--- config.mk ---
export PLATFORM = sky130hd
export DESIGN_NAME = ps2_kbd_event_fifo
export DESIGN_NICKNAME = d
export VERILOG_FILES = /design/src/rtl/ps2_kbd_event_fifo.sv
export SDC_FILE = /design/constraint.sdc
export NUM_CORES = 1
export LEC_CHECK = 0
export BUFFER_PORTS_ARGS = -buffer_cell sky130_fd_sc_hd__buf_2
export CAP_MARGIN = 20
export CORE_MARGIN = 4
export CORE_UTILIZATION = 40
export DETAILED_ROUTE_END_ITERATION = 8
export HOLD_SLACK_MARGIN = 0.06
export REMOVE_ABC_BUFFERS = 1
export SLEW_MARGIN = 20
export SYNTH_ARGS = -nofsm -noshare
export SYNTH_HDL_FRONTEND = slang
export SYNTH_SLANG_ARGS = --single-unit
--- constraint.sdc ---
create_clock -name i_clk -period 4.3 [get_ports i_clk]
set_clock_uncertainty 0.2 [all_clocks]
set_input_delay 0.215 -clock i_clk [delete_from_list [all_inputs] [get_ports i_clk]]
set_output_delay 0.215 -clock i_clk [all_outputs]
set_load 0.02 [all_outputs]
--- src/rtl/ps2_kbd_event_fifo.sv ---
// ps2_kbd_event_fifo
//
// Turns raw PS/2 set-2 scancode bytes into single key events and queues
// them for the CPU.
//   - E0 (extended) and F0 (break) prefixes are folded into the event flags.
//   - The 8-byte Pause sequence (starting with E1) is collapsed into one
//     event {brk=0, ext=1, code=E1}.
//   - Controller response bytes (AA/FA/FE/EE/00/FF) seen in IDLE are not
//     queued. They are reported on o_ctrl_code/o_ctrl_stb instead.
//
// Ports
//   i_clk, i_rst_n   clock, asynchronous active-low reset
//   i_code/i_strobe  received byte, qualified by the one-cycle strobe
//   i_err            one-cycle receiver error pulse: resyncs the decoder
//   o_valid/o_event  FIFO head {brk, ext, code[7:0]}
//   i_read           pop request
//   o_level          number of stored events (0..DEPTH)
//   o_overflow       sticky: an event was dropped because the FIFO was full
//   o_rx_err         sticky: i_err was seen
//   i_clr            clears both sticky flags; a set in the same cycle wins
//   o_ctrl_code/stb  last filtered controller byte and its one-cycle pulse
//   o_dbg_state      decoder state (0 IDLE, 1 PREFIX, 2 PAUSE)
//
// Read handshake: o_valid=1 means o_event holds the oldest entry. The entry
// is consumed on a rising edge where o_valid=1 and i_read=1. i_read is
// ignored while o_valid=0. o_event stays stable until that edge, and it keeps
// the last head value while the FIFO is empty.

module ps2_kbd_event_fifo #(
    parameter  int DEPTH = 16,
    localparam int AW    = $clog2(DEPTH)
) (
    input  logic        i_clk,
    input  logic        i_rst_n,
    input  logic [7:0]  i_code,
    input  logic        i_strobe,
    input  logic        i_err,
    output logic        o_valid,
    output logic [9:0]  o_event,
    input  logic        i_read,
    output logic [AW:0] o_level,
    output logic        o_overflow,
    output logic        o_rx_err,
    input  logic        i_clr,
    output logic [7:0]  o_ctrl_code,
    output logic        o_ctrl_stb,
    output logic [1:0]  o_dbg_state
);

    typedef enum logic [1:0] {
        S_IDLE   = 2'd0,
        S_PREFIX = 2'd1,
        S_PAUSE  = 2'd2
    } state_t;

    localparam logic [AW:0] FULL_LVL = (AW+1)'(DEPTH);
    localparam logic [AW:0] ONE_LVL  = (AW+1)'(1);

    state_t      state, state_n;
    logic        ext_q, ext_n;
    logic        brk_q, brk_n;
    logic [2:0]  skip_q, skip_n;
    logic        push;
    logic [9:0]  push_data;
    logic        ctrl_hit;

    logic [9:0]  mem [DEPTH];
    logic [AW-1:0] wr_ptr, rd_ptr, rd_nxt;
    logic [AW:0] count, count_n;
    logic [9:0]  head_q, head_n;
    logic        full, pop, push_ok, ovf_set;
    logic        overflow_q, rx_err_q;
    logic [7:0]  ctrl_code_q;
    logic        ctrl_stb_q;

    // ---------------- decoder: state register ----------------
    always_ff @(posedge i_clk or negedge i_rst_n) begin
        if (!i_rst_n) begin
            state  <= S_IDLE;
            ext_q  <= 1'b0;
            brk_q  <= 1'b0;
            skip_q <= 3'd0;
        end else begin
            state  <= state_n;
            ext_q  <= ext_n;
            brk_q  <= brk_n;
            skip_q <= skip_n;
        end
    end

    // ---------------- decoder: next state / emit ----------------
    always_comb begin
        state_n   = state;
        ext_n     = ext_q;
        brk_n     = brk_q;
        skip_n    = skip_q;
        push      = 1'b0;
        push_data = 10'd0;
        ctrl_hit  = 1'b0;
        if (i_err) begin
            // Resync: a byte strobed together with the error is discarded.
            state_n = S_IDLE;
            ext_n   = 1'b0;
            brk_n   = 1'b0;
            skip_n  = 3'd0;
        end else if (i_strobe) begin
            case (state)
                S_IDLE: begin
                    if (i_code == 8'hE0) begin
                        ext_n   = 1'b1;
                        state_n = S_PREFIX;
                    end else if (i_code == 8'hF0) begin
                        brk_n   = 1'b1;
                        state_n = S_PREFIX;
                    end else if (i_code == 8'hE1) begin
                        skip_n  = 3'd7;
                        state_n = S_PAUSE;
                    end else if (i_code inside {8'hAA, 8'hFA, 8'hFE, 8'hEE, 8'h00, 8'hFF}) begin
                        ctrl_hit = 1'b1;
                    end else begin
                        push      = 1'b1;
                        push_data = {2'b00, i_code};
                    end
                end
                S_PREFIX: begin
                    // Controller bytes are ordinary key codes after a prefix.
                    if (i_code == 8'hE0) begin
                        ext_n = 1'b1;
                    end else if (i_code == 8'hF0) begin
                        brk_n = 1'b1;
                    end else begin
                        push      = 1'b1;
                        push_data = {brk_q, ext_q, i_code};
                        ext_n     = 1'b0;
                        brk_n     = 1'b0;
                        state_n   = S_IDLE;
                    end
                end
                S_PAUSE: begin
                    skip_n = skip_q - 3'd1;
                    if (skip_q == 3'd1) begin
                        push      = 1'b1;
                        push_data = {2'b01, 8'hE1};
                        state_n   = S_IDLE;
                    end
                end
                default: state_n = S_IDLE;
            endcase
        end
    end

    // ---------------- FIFO control ----------------
    always_comb begin
        full    = (count == FULL_LVL);
        pop     = i_read && (count != '0);
        // When full, a same-cycle pop frees the slot the push needs.
        push_ok = push && (!full || pop);
        ovf_set = push && full && !pop;
        rd_nxt  = rd_ptr + AW'(1);

        count_n = count;
        case ({push_ok, pop})
            2'b10:   count_n = count + ONE_LVL;
            2'b01:   count_n = count - ONE_LVL;
            default: count_n = count;
        endcase

        // The head is registered so it can hold its last value when empty.
        head_n = head_q;
        if (pop) begin
            if (count == ONE_LVL) begin
                if (push_ok) head_n = push_data;
            end else begin
                head_n = mem[rd_nxt];
            end
        end else if (count == '0 && push_ok) begin
            head_n = push_data;
        end
    end

    always_ff @(posedge i_clk) begin
        if (push_ok) mem[wr_ptr] <= push_data;
    end

    always_ff @(posedge i_clk or negedge i_rst_n) begin
        if (!i_rst_n) begin
            wr_ptr      <= '0;
            rd_ptr      <= '0;
            count       <= '0;
            head_q      <= 10'd0;
            overflow_q  <= 1'b0;
            rx_err_q    <= 1'b0;
            ctrl_code_q <= 8'd0;
            ctrl_stb_q  <= 1'b0;
        end else begin
            if (push_ok) wr_ptr <= wr_ptr + AW'(1);
            if (pop)     rd_ptr <= rd_nxt;
            count       <= count_n;
            head_q      <= head_n;
            overflow_q  <= (overflow_q & ~i_clr) | ovf_set;
            rx_err_q    <= (rx_err_q & ~i_clr) | i_err;
            if (ctrl_hit) ctrl_code_q <= i_code;
            ctrl_stb_q  <= ctrl_hit;
        end
    end

    assign o_valid     = (count != '0);
    assign o_event     = head_q;
    assign o_level     = count;
    assign o_overflow  = overflow_q;
    assign o_rx_err    = rx_err_q;
    assign o_ctrl_code = ctrl_code_q;
    assign o_ctrl_stb  = ctrl_stb_q;
    assign o_dbg_state = state;

endmodule

# Word level (Yosys, flattened, before mapping)
# Memories as Yosys holds them, arrays and structs flattened.
# Cells that the tools add are included.
dict set report op_classes {
  addsub 5
  eq_ne 26
  mux 62
  bitwise_logic 5
  reduce_logical 23
}
# operator count
set op_table {}
lappend op_table {{10-bit 2-to-1 mux} 8}
lappend op_table {{8-bit == test, second input constant} 8}
lappend op_table {{8-bit 2-to-1 mux} 4}
lappend op_table {{10-bit case mux with 3 select lines} 1}
lappend op_table {{1-bit 2-to-1 mux} 29}
lappend op_table {{3-bit != test, second input constant} 9}
lappend op_table {{2-bit 2-to-1 mux} 8}
lappend op_table {{3-bit 2-to-1 mux} 5}
lappend op_table {{5-bit AND reduction} 3}
lappend op_table {{5-bit case mux with 2 select lines} 1}
lappend op_table {{9-bit 2-to-1 mux} 1}
lappend op_table {{4-bit by 1-bit adder with 4-bit output, second input constant} 2}
lappend op_table {{8-bit zero test} 1}
lappend op_table {{2-bit case mux with 3 select lines} 1}
lappend op_table {{3-bit case mux with 2 select lines} 1}
lappend op_table {{2-bit nonzero test} 3}
lappend op_table {{3-bit nonzero test} 2}
lappend op_table {{6-bit nonzero test} 1}
lappend op_table {{5-bit by 1-bit adder with 5-bit output, second input constant} 1}
lappend op_table {{5-bit by 1-bit == test with 1-bit output, second input constant} 1}
lappend op_table {{5-bit == test, second input constant} 1}
lappend op_table {{1-bit logical AND} 5}
lappend op_table {{5-bit zero test} 1}
lappend op_table {{5-bit != test, second input constant} 1}
lappend op_table {{17 further kinds} 23}
dict set report totals {
  ff_bits 41
  ram_bits 160
  in_bits 14
  word_cells 134
  n_memories 1
}
# name depth word_bits rd rd_ports_with_merged_regs wr line
set memory_table {}
lappend memory_table {mem 16 10 1 0 1 67} ;# logic [9:0] mem [DEPTH];

# Logic depth before layout (Yosys ltp)
# Gate-level depths: netlist of run 1.
dict set report depth {
  word_depth 13
  depth_mapped 9
  mapped_depth_nobuf 8
}

# Worst setup path after synthesis of run 1
# OpenSTA, ideal clock, no wires.
dict set report synth_timing {
  kind {register to register}
  from {register state[1] (netlist: o_dbg_state[1])}
  to {memory mem[2][0], enable pin}
  arrival_time_ps 2771
  required_time_ps 3696
  setup_slack_ps 925
  stages_incl_launch_ff 8
  period_less_slack_ps 3375
  cell_sequence {dfrtp_1 buf_2 nor2b_1 and2_1 buf_2 o211a_1 buf_2 nor4bb_1}
}
dict set report synth_between {
  elab_chain_cells 7
  elab_cells_between_ends 9
  cone_classes {eq/ne: 2; mux: 5; reduce/logical: 2}
}
# item line
set synth_lines {}
lappend synth_lines {{start: declaration} 59} ;# state_t state, state_n;
lappend synth_lines {{start signal: assignment} 84} ;# state <= state_n;
lappend synth_lines {{2-bit == test, or another cell as far along} 107} ;# case (state)
lappend synth_lines {{1-bit case mux with 3 select lines (*)} 107}
lappend synth_lines {{1-bit 2-to-1 mux (*)} 106} ;# end else if (i_strobe) begin
lappend synth_lines {{1-bit 2-to-1 mux (*)} 100} ;# if (i_err) begin
lappend synth_lines {{1-bit logical AND (*)} 157} ;# push_ok = push && (!full || pop);
lappend synth_lines {{1-bit 2-to-1 mux (*)} 182} ;# if (push_ok) mem[wr_ptr] <= push_data;
lappend synth_lines {{1-bit 2-to-1 mux (implied by the code) (*)} 182}
lappend synth_lines {{end: declaration} 67}
# Mark *: on every way between the ends. The rest lies on a longest branch, timed or not.

# Final worst setup path of run 1
dict set report layout_timing {
  from {register state[1] (netlist: o_dbg_state[1])}
  to {memory mem[7][1], enable pin}
}
# The elaborated chain is that of the path after synthesis.

==> run_results.csv, run 1 <==
group,metric,value,unit
status,status,"complete, no violations",
sta,setup_violations,0,
logic_synthesis,synth_edf_count,160,
drt,firstDrtPassIters,5,
finish,multiInputGateArea,0.002535,mm²
die,die_h,153.9,µm
finish,drive_gt1_share,28.87,%
pwr,fin_total_pwr,6.351,mW
logic_synthesis,ys_ff_latch,201,
worst_setup_path,critPathArrivalTime,3.25,ns
drt,route.met2.wl,9.126,mm
logic_synthesis,async_flop_share,20.40,%
die,num_rows,53,
cts,cts_setup_buffers,0,
logic_synthesis,syn_area_per_cell,17.67,µm²
worst_setup_path,crit_path_start_kind,"flip-flop",
finish,fillers,1751,
global_routing,grtUsageTotal,16.21,%
logic_synthesis,syn_inst,482,
drt,topRoutingLayerUsed,"met4",
drt,finalWirelength,18.94,mm
drt,via_per_inst,5.549,
cts,cts.path.max_buffers,3,
global_routing,overflow,0,
sta,fin_crit_sh,76.02,%
placement,dp_hpwl,12.11,mm
die,die_area,0.02369,mm²
drt,routedWlPerCell,22.46,µm
finish,fin_area,0.009928,mm²
global_routing,grt_start_max_net_pins,42,
die,die-width,153.9,µm
sta,final.min_clock_period,3.269,ns
logic_synthesis,synth_area,0.008517,mm²
logic_synthesis,yosysUniqueCellTypes,63,
finish,diodes,0,
worst_setup_path,cp_max_fo,21,
cts,hold_buffers,14,
worst_setup_path,end_kind,"flip-flop",
pwr,power_density,639.7,mW/mm²
sta,setup_tns,0,ns
die,ios,43,
finish,nets,578,
logic_synthesis,synthFlopType,"edfxtp_1",
cts,path_clk_slew,0.06,ns
worst_setup_path,reg2reg_depth,6,
drt,antenna_left,0,
placement,port_buffers,42,
finish,final_common_cell,"edfxtp_1",
drt,m1WireLength,8.182,mm
sta,hold_ws,0.06610,ns
drt,drcViolationCount,0,
die,initial_core_util,40.64,%
cts,cts_root_buf,"clkbuf_16",
placement,place_area,0.009100,mm²
global_routing,grt_pass1_wl,29.61,mm
placement,place_congestion,0.7765,
worst_setup_path,required,4.28,ns
pwr,p_leak,3.585,nW
logic_synthesis,synth_warnings,0,
sta,timing.fmax,0.3059,GHz
min_path,hold_class,"input pin to asynchronous set/reset pin",
sta,worstMarginPinSlew,1.021,ns
logic_synthesis,ys_seq_area_share,68.46,%
job,maxCapViolations,0,
sta,rsz0062_at_grt,"false",
finish,area_delta_synth_final,16.57,%
cts,htreeDepth,1,
global_routing,antenna_found_initial,0,
cts,cts_tree,"yes",
cts,clock_latency,0.50,ns
sta,relSlewSlack,31.71,%
sta,finalMaxSlewViolations,0,
worst_setup_path,crit_type,"flip-flop to flip-flop",
pwr,ir_drop,0.0002639,V
die,core-area,0.02096,mm²
drt,met3WireLength,1.208,mm
drt,num_vias,4678,
worst_setup_path,critPathLaunch,"o_dbg_state[1]$_DFFE_PN0P_",
cts,ctsResizeCount,0,
sta,finalHoldViolCount,0,
drt,initialDrtViolationCount,469,
finish,most-common-layout-cells,"160 x edfxtp_1, 50 x mux4_2, 41 x buf_2",
worst_setup_path,r2r_start,"o_dbg_state[1]$_DFFE_PN0P_",
finish,ff_latch_area,0.005832,mm²
cts,cts_made_buffers,21,
global_routing,grt_pass1_vias,4849,
cts,clock-sinks,201,
finish,final_core_util,47.38,%
critical path, cell delays in order (launching register included):
cell,delay (ns)
dfrtp_1,0.52
nor2b_1,0.36
and2_1,0.46
o211a_1,0.64
nand2_1,0.23
nor3b_1,0.24
buf_4,0.29
worst paths after layout:
kind | endpoint | slack, ns
max in group asynchronous | rd_ptr[0]$_DFFE_PN0P_ | 3.41
worst min-delay path | wr_ptr[2]$_DFFE_PN0P_ | 0.07
worst min register to register | o_rx_err$_DFF_PN0_ | 0.28
worst max-delay path | mem[7][1]$_DFFE_PP_ | 1.03
min in group i_clk | o_rx_err$_DFF_PN0_ | 0.28
worst max register to register | mem[7][1]$_DFFE_PP_ | 1.03
power breakdown:
group | switching [mW] | internal (mW)
Combinational | 1.06 | 1.04
Sequential | 0.164 | 2.28
Clock | 0.726 | 1.08
registers in the layout (all words and copies together) (netlist names):
register,flops
o_dbg_state,2
o_overflow,1
rd_ptr,4
mem,160
brk_q,1
skip_q,3
o_level,5
o_event,10
o_ctrl_stb,1
o_rx_err,1
wr_ptr,4
o_ctrl_code,8
ext_q,1
synthesized netlist by cell type, types with 2 or more instances:
cell type  instances  area share, %
a21o_1             3           0.26
a21oi_1           13           0.76
a22oi_1            4           0.35
a2bb2oi_1          2           0.21
a311oi_2           2           0.35
and2_1             2           0.15
and3_1             8           0.59
and4_1             4           0.41
and4b_1            4           0.47
buf_2              7           0.41
buf_6              3           0.40
clkbuf_1          13           0.57
dfrtp_1           41             12
edfxtp_1         160             56
ha_1              10            1.5
inv_1             15           0.66
mux2_2             8            1.1
mux2i_1            2           0.24
mux4_2            50             13
nand2_1           34            1.5
nand2b_1           2           0.15
nand3_1            3           0.18
nand4_1            3           0.22
nor2_1            15           0.66
nor2b_1            5           0.37
nor3b_1            4           0.35
nor4bb_1           4           0.47
o211ai_1           2           0.18
o21ai_0            8           0.47
o21ai_1            7           0.41
o21bai_1           3           0.26
o31ai_1            2           0.18
or4_1              2           0.18
xnor2_1            7           0.72
xor2_1             2           0.21
layout make-up:
| type | instances | area share [%] |
|---|---|---|
| Timing Repair Buffer | 73 | 4.839 |
| Multi-Input combinational cell | 242 | 25.53 |
| Inverter | 15 | 0.5671 |
| Clock buffer | 25 | 5.444 |
| Clock inverter | 12 | 1.411 |
| Sequential cell | 201 | 58.74 |
| Tap cell | 275 | 3.466 |
kinds of logic (layout without fill, tap and decap cells):
logic type,count (synthesis),count (layout),share of synthesized area (%)
buffers and inverters,39,125,2.130
multiplexers,61,61,14.78
flip-flops,201,201,68.46
AO/OA/AOI/OAI,62,62,5.450
XOR/XNOR,11,11,1.308
AND/OR/NAND/NOR,98,98,6.405
adder cells (fa/ha/maj),10,10,1.469
stage by stage:
stage                     instances  worst slack (ns)
after floorplan                 458           -0.1302
after global placement          792             1.116
after detailed placement        792             1.051
after CTS                       843             1.032
after global routing            843            0.6962
final                           843             1.031
routing by layer:
metal	GRT usage [%]	up-vias
li1	-	2064
met3	3.040	29
met2	26.49	158
met4	4.373	0
met1	22.55	2427
met5	0	-
(Power assumes the default switching activity.)
==> run 2: changes to the inputs <==
==> constraint.sdc (replaced) <==
create_clock -name i_clk -period 3.3 [get_ports i_clk]
set_clock_uncertainty 0.2 [all_clocks]
set_input_delay 0.165 -clock i_clk [delete_from_list [all_inputs] [get_ports i_clk]]
set_output_delay 0.165 -clock i_clk [all_outputs]
set_load 0.02 [all_outputs]
==> run 2 against run 1 <==
Cell count rose by 1.3%. Worst hold slack got worse by 0.053 ns. Non-clock buffer count rose by 12. Sequential power rose by 30%. Design area rose by 1.1%. Via count rose by 0.81%. Register-to-register slack got worse by 0.77 ns. Clock power rose by 28%. First-iteration DRC count fell by 8.3%. Clock-buffer cell count fell by 2. Critical path type is now input pin to flip-flop. Highest routed layer unchanged. Routed wire length rose by 0.97%. Sequential cell count did not move.
==> run_results.csv, run 2 (synthesized netlist as in run 1, its figures left out) <==
group,metric,value,unit
drt,routedWlPerCell,22.39,µm
finish,area_delta_synth_final,17.81,%
global_routing,grt_pass1_wl,29.28,mm
sta,hold_ws,0.01295,ns
worst_setup_path,max_stage_delay,0.54,ns
pwr,p_leak,3.670,nW
placement,port_buffers,42,
finish,drive_gt1_share,29.88,%
cts,clock_latency,0.49,ns
pwr,power_frac_clock,27.8,%
pwr,power_density,826.4,mW/mm²
pwr,p_sw,2.571,mW
global_routing,grt_start_max_net_pins,43,
min_path,hold_class,"input pin to asynchronous set/reset pin",
drt,route.met2.wl,8.876,mm
worst_setup_path,end_kind,"flip-flop",
sta,finalMaxSlewViolations,0,
sta,relSlewSlack,42.40,%
worst_setup_path,crit_type,"input pin to flip-flop",
die,die-width,153.9,µm
finish,most-common-layout-cells,"160 x edfxtp_1, 50 x mux4_2, 41 x buf_2",
finish,fillers,1775,
sta,setup_violations,0,
pwr,pwr-share-seq,38.5,%
worst_setup_path,critPathArrivalTime,3.06,ns
worst_setup_path,cpMaxStageDelayCell,"dlygate4sd3_1",
cts,cts_setup_buffers,0,
sta,fin_crit_sh,92.95,%
die,core-area,0.02096,mm²
global_routing,grtUsageTotal,16.10,%
cts,cts_root_buf,"clkbuf_16",
die,die_h,153.9,µm
die,num_rows,53,
sta,setup_tns,0,ns
drt,drcViolationCount,0,
drt,via_per_inst,5.522,
global_routing,antenna_found_initial,0,
finish,diodes,0,
sta,worstMarginPinSlew,0.8640,ns
drt,initialDrtViolationCount,430,
cts,ctsResizeCount,0,
worst_setup_path,crit_chain,"dlygate4sd3_1 > buf_2 > and4bb_1 > a311oi_2 > a31o_4 > o211a_1 > nand2_1 > nor3b_1 > buf_4",
worst_setup_path,cp_max_fo,19,
die,die_area,0.02369,mm²
drt,topRoutingLayerUsed,"met4",
sta,finalHoldViolCount,0,
global_routing,grt_pass1_vias,4849,
worst_setup_path,reg2reg_depth,7,
pwr,p_sw_share,31.01,%
finish,final_common_cell,"edfxtp_1",
die,ios,43,
cts,htreeDepth,1,
drt,finalWirelength,19.12,mm
finish,largest_register,"mem",
pwr,fin_total_pwr,8.291,mW
drt,antenna_left,0,
drt,firstDrtPassIters,5,
pwr,p_comb_share,33.7,%
cts,cts_tree,"yes",
sta,final.min_clock_period,3.067,ns
job,maxCapViolations,0,
die,initial_core_util,40.64,%
sta,rsz0062_at_grt,"false",
drt,met3WireLength,1.163,mm
placement,dp_hpwl,12.66,mm
cts,path_clk_slew,0.06,ns
pwr,p_int,5.720,mW
status,status,"complete, no violations",
global_routing,overflow,0,
placement,place_congestion,0.8335,
cts,clock-sinks,201,
worst_setup_path,required,3.29,ns
worst_setup_path,crit_path_start_kind,"input pin",
drt,num_vias,4716,
finish,final_core_util,47.88,%
finish,nets,590,
cts,cts.path.max_buffers,3,
sta,timing.fmax,0.3260,GHz
cts,cts_made_buffers,21,
drt,m1WireLength,8.659,mm
finish,largest_reg_flops,160,
pwr,ir_drop,0.0004888,V
## run 2: final timing paths
kind | from | end | slack [ns]
max in group asynchronous | i_rst_n | rd_ptr[0]$_DFFE_PN0P_ | 2.47
hold / removal | i_rst_n | o_ctrl_code[0]$_DFFE_PN0P_ | 0.01
setup reg to reg | o_dbg_state[0]$_DFFE_PN0P_ | mem[6][2]$_DFFE_PP_ | 0.26
setup / recovery | i_code[5] | mem[6][2]$_DFFE_PP_ | 0.23
hold reg to reg | o_event[1]$_DFFE_PN0P_ | o_event[1]$_DFFE_PN0P_ | 0.29
min in group i_clk | o_event[1]$_DFFE_PN0P_ | o_event[1]$_DFFE_PN0P_ | 0.29
## run 2: layout make-up
| type | count | area (µm²) | area share (%) |
|---|---|---|---|
| Clock buffer | 23 | 533.0 | 5.312 |
| Clock inverter | 13 | 137.6 | 1.372 |
| Inverter | 15 | 56.30 | 0.5612 |
| Multi-Input combinational cell | 242 | 2532 | 25.24 |
| Sequential cell | 201 | 5832 | 58.12 |
| Tap cell | 275 | 344.1 | 3.429 |
| Timing Repair Buffer | 85 | 598.1 | 5.961 |
## run 2: per-stage QoR
step           area, µm²  worst slack, ns  std cells
2_1_floorplan       8392           -1.130        458
3_3_place_gp        9208           0.4212        803
3_5_place_dp        9208           0.3013        803
4_1_cts            10030           0.2706        854
5_1_grt            10030          0.01298        854
6_report           10030           0.2325        854
## run 2: what timing repair did
action | in CTS | in global routing
hold buffers | 15 | 0
endpoints found under the hold margin | 71 | 0
endpoints found under the setup margin | 0 | 0
## run 2: critical path: cells and delay by family
family	cells	cell delay [ns]
compound gates	3	1.13
buf+inv	3	0.94
simple gates	3	0.81
## run 2: power groups by stage
stage          Sequential (mW)  Combinational [mW]  Clock [mW]
2_1_floorplan             3.39                1.71           0
3_3_place_gp              3.23                2.77           0
3_5_place_dp              3.24                2.81           0
4_1_cts                   3.19                2.83        2.36
5_1_grt                   3.22                3.00        2.47
6_report                  3.19                2.79        2.31
## run 2: per-layer routing
metal | up-vias | track usage, %
li1 | 2091 | -
met2 | 142 | 25.55
met3 | 30 | 2.843
met1 | 2453 | 23.14
met5 | - | 0
met4 | 0 | 4.415
==> run 3: changes to the inputs <==
--- a/config.mk
+++ b/config.mk
@@ -5,6 +5,7 @@
 export SDC_FILE = /design/constraint.sdc
 export NUM_CORES = 1
 export LEC_CHECK = 0
+export ABC_AREA = 1
 export BUFFER_PORTS_ARGS = -buffer_cell sky130_fd_sc_hd__buf_2
 export CAP_MARGIN = 20
 export CORE_MARGIN = 4
@@ -16,3 +17,4 @@
 export SYNTH_ARGS = -nofsm -noshare
 export SYNTH_HDL_FRONTEND = slang
 export SYNTH_SLANG_ARGS = --single-unit
+export TNS_END_PERCENT = 10
==> run 3 against run 2 <==
Cell count rose by 37%. Clock power rose by 5%. Via count rose by 29%. Area after synthesis rose by 3.3%. Global-route usage rose by 1.0 points. Sequential power barely moved. Design area rose by 3.0%.
==> run_results.csv, run 3 <==
group,metric,value,unit
status,status,"complete, no violations",
cts,cts.path.max_buffers,3,
cts,clock_latency,0.50,ns
worst_setup_path,crit_type,"input pin to flip-flop",
pwr,p_int,5.643,mW
pwr,p_sw,3.631,mW
finish,largest_reg_flops,160,
logic_synthesis,synth_top_area_share,54.62,%
sta,relSlewSlack,31.50,%
cts,cts_setup_buffers,0,
finish,area_delta_synth_final,17.51,%
worst_setup_path,reg2reg_depth,7,
sta,worstMarginPinSlew,1.024,ns
cts,cts_tree,"yes",
sta,fin_crit_sh,89.88,%
die,die_area,0.02443,mm²
finish,nets,899,
drt,routedWlPerCell,17.95,µm
pwr,power_frac_clock,26.3,%
logic_synthesis,synth_edf_count,160,
global_routing,grt_use_met2,28.09,%
pwr,p_leak,4.054,nW
sta,finalMaxSlewViolations,0,
drt,drcViolationCount,0,
finish,largest_register,"mem",
global_routing,met3_usage,2.461,%
placement,place_ws,0.7061,ns
worst_setup_path,critPathArrivalTime,3.19,ns
cts,clock-sinks,201,
finish,diodes,0,
finish,multiInputGateArea,0.002615,mm²
logic_synthesis,yosysTopAreaCell,"edfxtp_1",
finish,final_common_cell,"edfxtp_1",
finish,fin_area,0.01034,mm²
global_routing,use_met1,24.68,%
drt,initialDrtViolationCount,354,
worst_setup_path,crit_chain,"dlygate4sd3_1 > buf_2 > nor2_1 > nand2_2 > o21ai_2 > nor2_4 > nor4_4 > nand2_1 > dlygate4sd3_1 > o21ai_0 > dlygate4sd3_1",
die,num_rows,53,
logic_synthesis,ys_seq_area_share,66.29,%
sta,setup_ws,0.3338,ns
logic_synthesis,yosys-top-cells-count,"160 x edfxtp_1, 121 x nor2_1, 115 x nand2_1",
placement,place_area,0.009424,mm²
logic_synthesis,synth_area,0.008796,mm²
drt,finalWirelength,20.93,mm
die,die_h,156.3,µm
worst_setup_path,path_delay_family,"buffers and inverters",
placement,dp_hpwl,13.27,mm
sta,hold_ws,0.1019,ns
placement,place_congestion,0.8908,
finish,most-common-layout-cells,"160 x edfxtp_1, 120 x nor2_1, 115 x nand2_1",
die,ios,43,
finish,final_core_util,48.41,%
logic_synthesis,synth_area_leaders,"edfxtp_1 55%, dfrtp_1 12%, o21ai_0 5.7%, nor2_1 5.2%, nand2_1 4.9%",
sta,rsz0062_at_grt,"false",
worst_setup_path,required,3.53,ns
die,initial_core_util,41.19,%
global_routing,overflow,0,
logic_synthesis,syn_area_per_cell,11.01,µm²
pwr,p_sw_share,39.15,%
worst_setup_path,cp_max_fo,14,
worst_setup_path,cp.depth,11,
pwr,power_density,897.2,mW/mm²
min_path,holdPathStages,7,
worst_setup_path,timing.critical_path.buf_inv,4,
die,die-width,156.3,µm
global_routing,antenna_found_initial,0,
sta,setup_violations,0,
min_path,hold_class,"input pin to flip-flop",
logic_synthesis,synthFlopType,"edfxtp_1",
drt,num_vias,6073,
global_routing,grtUsageTotal,17.12,%
global_routing,grt_start_max_net_pins,50,
cts,path_clk_slew,0.06,ns
worst_setup_path,crit_path_start_kind,"input pin",
cts,cts_made_buffers,22,
pwr,ir_drop,0.0006105,V
worst_setup_path,end_kind,"flip-flop",
placement,port_buffers,42,
logic_synthesis,yosysUniqueCellTypes,34,
logic_synthesis,async_flop_share,20.40,%
worst_setup_path,crit_top_cell,"dlygate4sd3_1",
finish,ff_latch_area,0.005832,mm²
global_routing,grt_pass1_vias,5994,
drt,firstDrtPassIters,4,
pwr,p_comb_share,39.2,%
logic_synthesis,syn_inst,799,
logic_synthesis,synth_warnings,0,
cts,cts_root_buf,"clkbuf_16",
finish,drive_gt1_share,14.81,%
global_routing,grt_pass1_wl,33.47,mm
finish,fillers,1936,
drt,antenna_left,0,
sta,final.min_clock_period,2.966,ns
worst_setup_path,max_stage_delay,0.58,ns
sta,timing.fmax,0.3371,GHz
sta,finalHoldViolCount,0,
job,maxCapViolations,0,
logic_synthesis,ys_ff_latch,201,
drt,via_per_inst,5.208,
pwr,pwr-share-seq,34.6,%
global_routing,busiest_layer,"met2",
die,core-area,0.02135,mm²
cts,htreeDepth,1,
logic_synthesis,synth.most_common_cell,"edfxtp_1",
worst_setup_path,cpMaxStageDelayCell,"dlygate4sd3_1",
## run 3: power groups by stage
stage	clock network [mW]	logic (mW)	registers, mW
2_1_floorplan	0	2.14	3.42
3_3_place_gp	0	3.60	3.25
3_5_place_dp	0	3.63	3.26
4_1_cts	2.49	3.67	3.21
5_1_grt	2.60	4.06	3.24
6_report	2.43	3.63	3.21
## run 3: final timing paths
path	end	slack, ns	start
min in group asynchronous	skip_q[1]$_DFFE_PN0P_	0.16	i_rst_n
worst min register to register	o_event[5]$_DFFE_PN0P_	0.28	o_event[5]$_DFFE_PN0P_
max in group asynchronous	rd_ptr[0]$_DFFE_PN0P_	2.09	i_rst_n
worst max register to register	o_ctrl_code[0]$_DFFE_PN0P_	0.42	o_dbg_state[1]$_DFFE_PN0P_
worst max-delay path	o_ctrl_code[0]$_DFFE_PN0P_	0.33	i_code[2]
worst min-delay path	o_dbg_state[0]$_DFFE_PN0P_	0.10	i_code[7]
## run 3: layer usage
| layer | vias up | share of wire [%] |
|---|---|---|
| met5 | - | 0 |
| met4 | 0 | 1.3 |
| met3 | 23 | 5.6 |
| met2 | 158 | 48 |
| met1 | 2933 | 45 |
| li1 | 2959 | - |
## run 3: cell type report
class | instances | share of cell area, %
Inverter | 56 | 2.034
Multi-Input combinational cell | 506 | 25.30
Clock buffer | 32 | 6.089
Sequential cell | 201 | 56.42
Tap cell | 275 | 3.329
Clock inverter | 8 | 0.8716
Timing Repair Buffer | 88 | 5.956
## run 3: repair_timing
action | in CTS | in global routing
gates resized for setup | 0 | 0
endpoints found under the hold margin | 72 | 0
hold buffers | 19 | 0
## run 3: cells by family (layout without fill, tap and decap cells)
logic type | count (synthesis) | count (layout) | share of synthesized area, %
AOI/OAI and AO/OA | 154 | 154 | 10.50
xor gates and xnor gates | 11 | 11 | 1.095
adders and majority gates | 10 | 10 | 1.422
buffers and inverters | 92 | 184 | 4.097
DFF | 201 | 201 | 66.29
and+or+nand+nor | 331 | 331 | 16.60
## run 3: stage by stage
| stage | setup TNS (ns) | power, mW | std cells |
|---|---|---|---|
| global placement | 0 | 6.848 | 1107 |
| floorplan | -2.687 | 5.559 | 763 |
| global route | 0 | 9.907 | 1166 |
| detailed placement | 0 | 6.883 | 1107 |
| CTS | 0 | 9.361 | 1166 |
| finish | 0 | 9.274 | 1166 |
## run 3: tightest hold or removal path: stages
cell     delay (ns)
buf_2          0.13
nand2_2        0.12
nor2_4         0.05
inv_1          0.07
nor2_2         0.05
nand3_1        0.07
o21ai_0        0.08
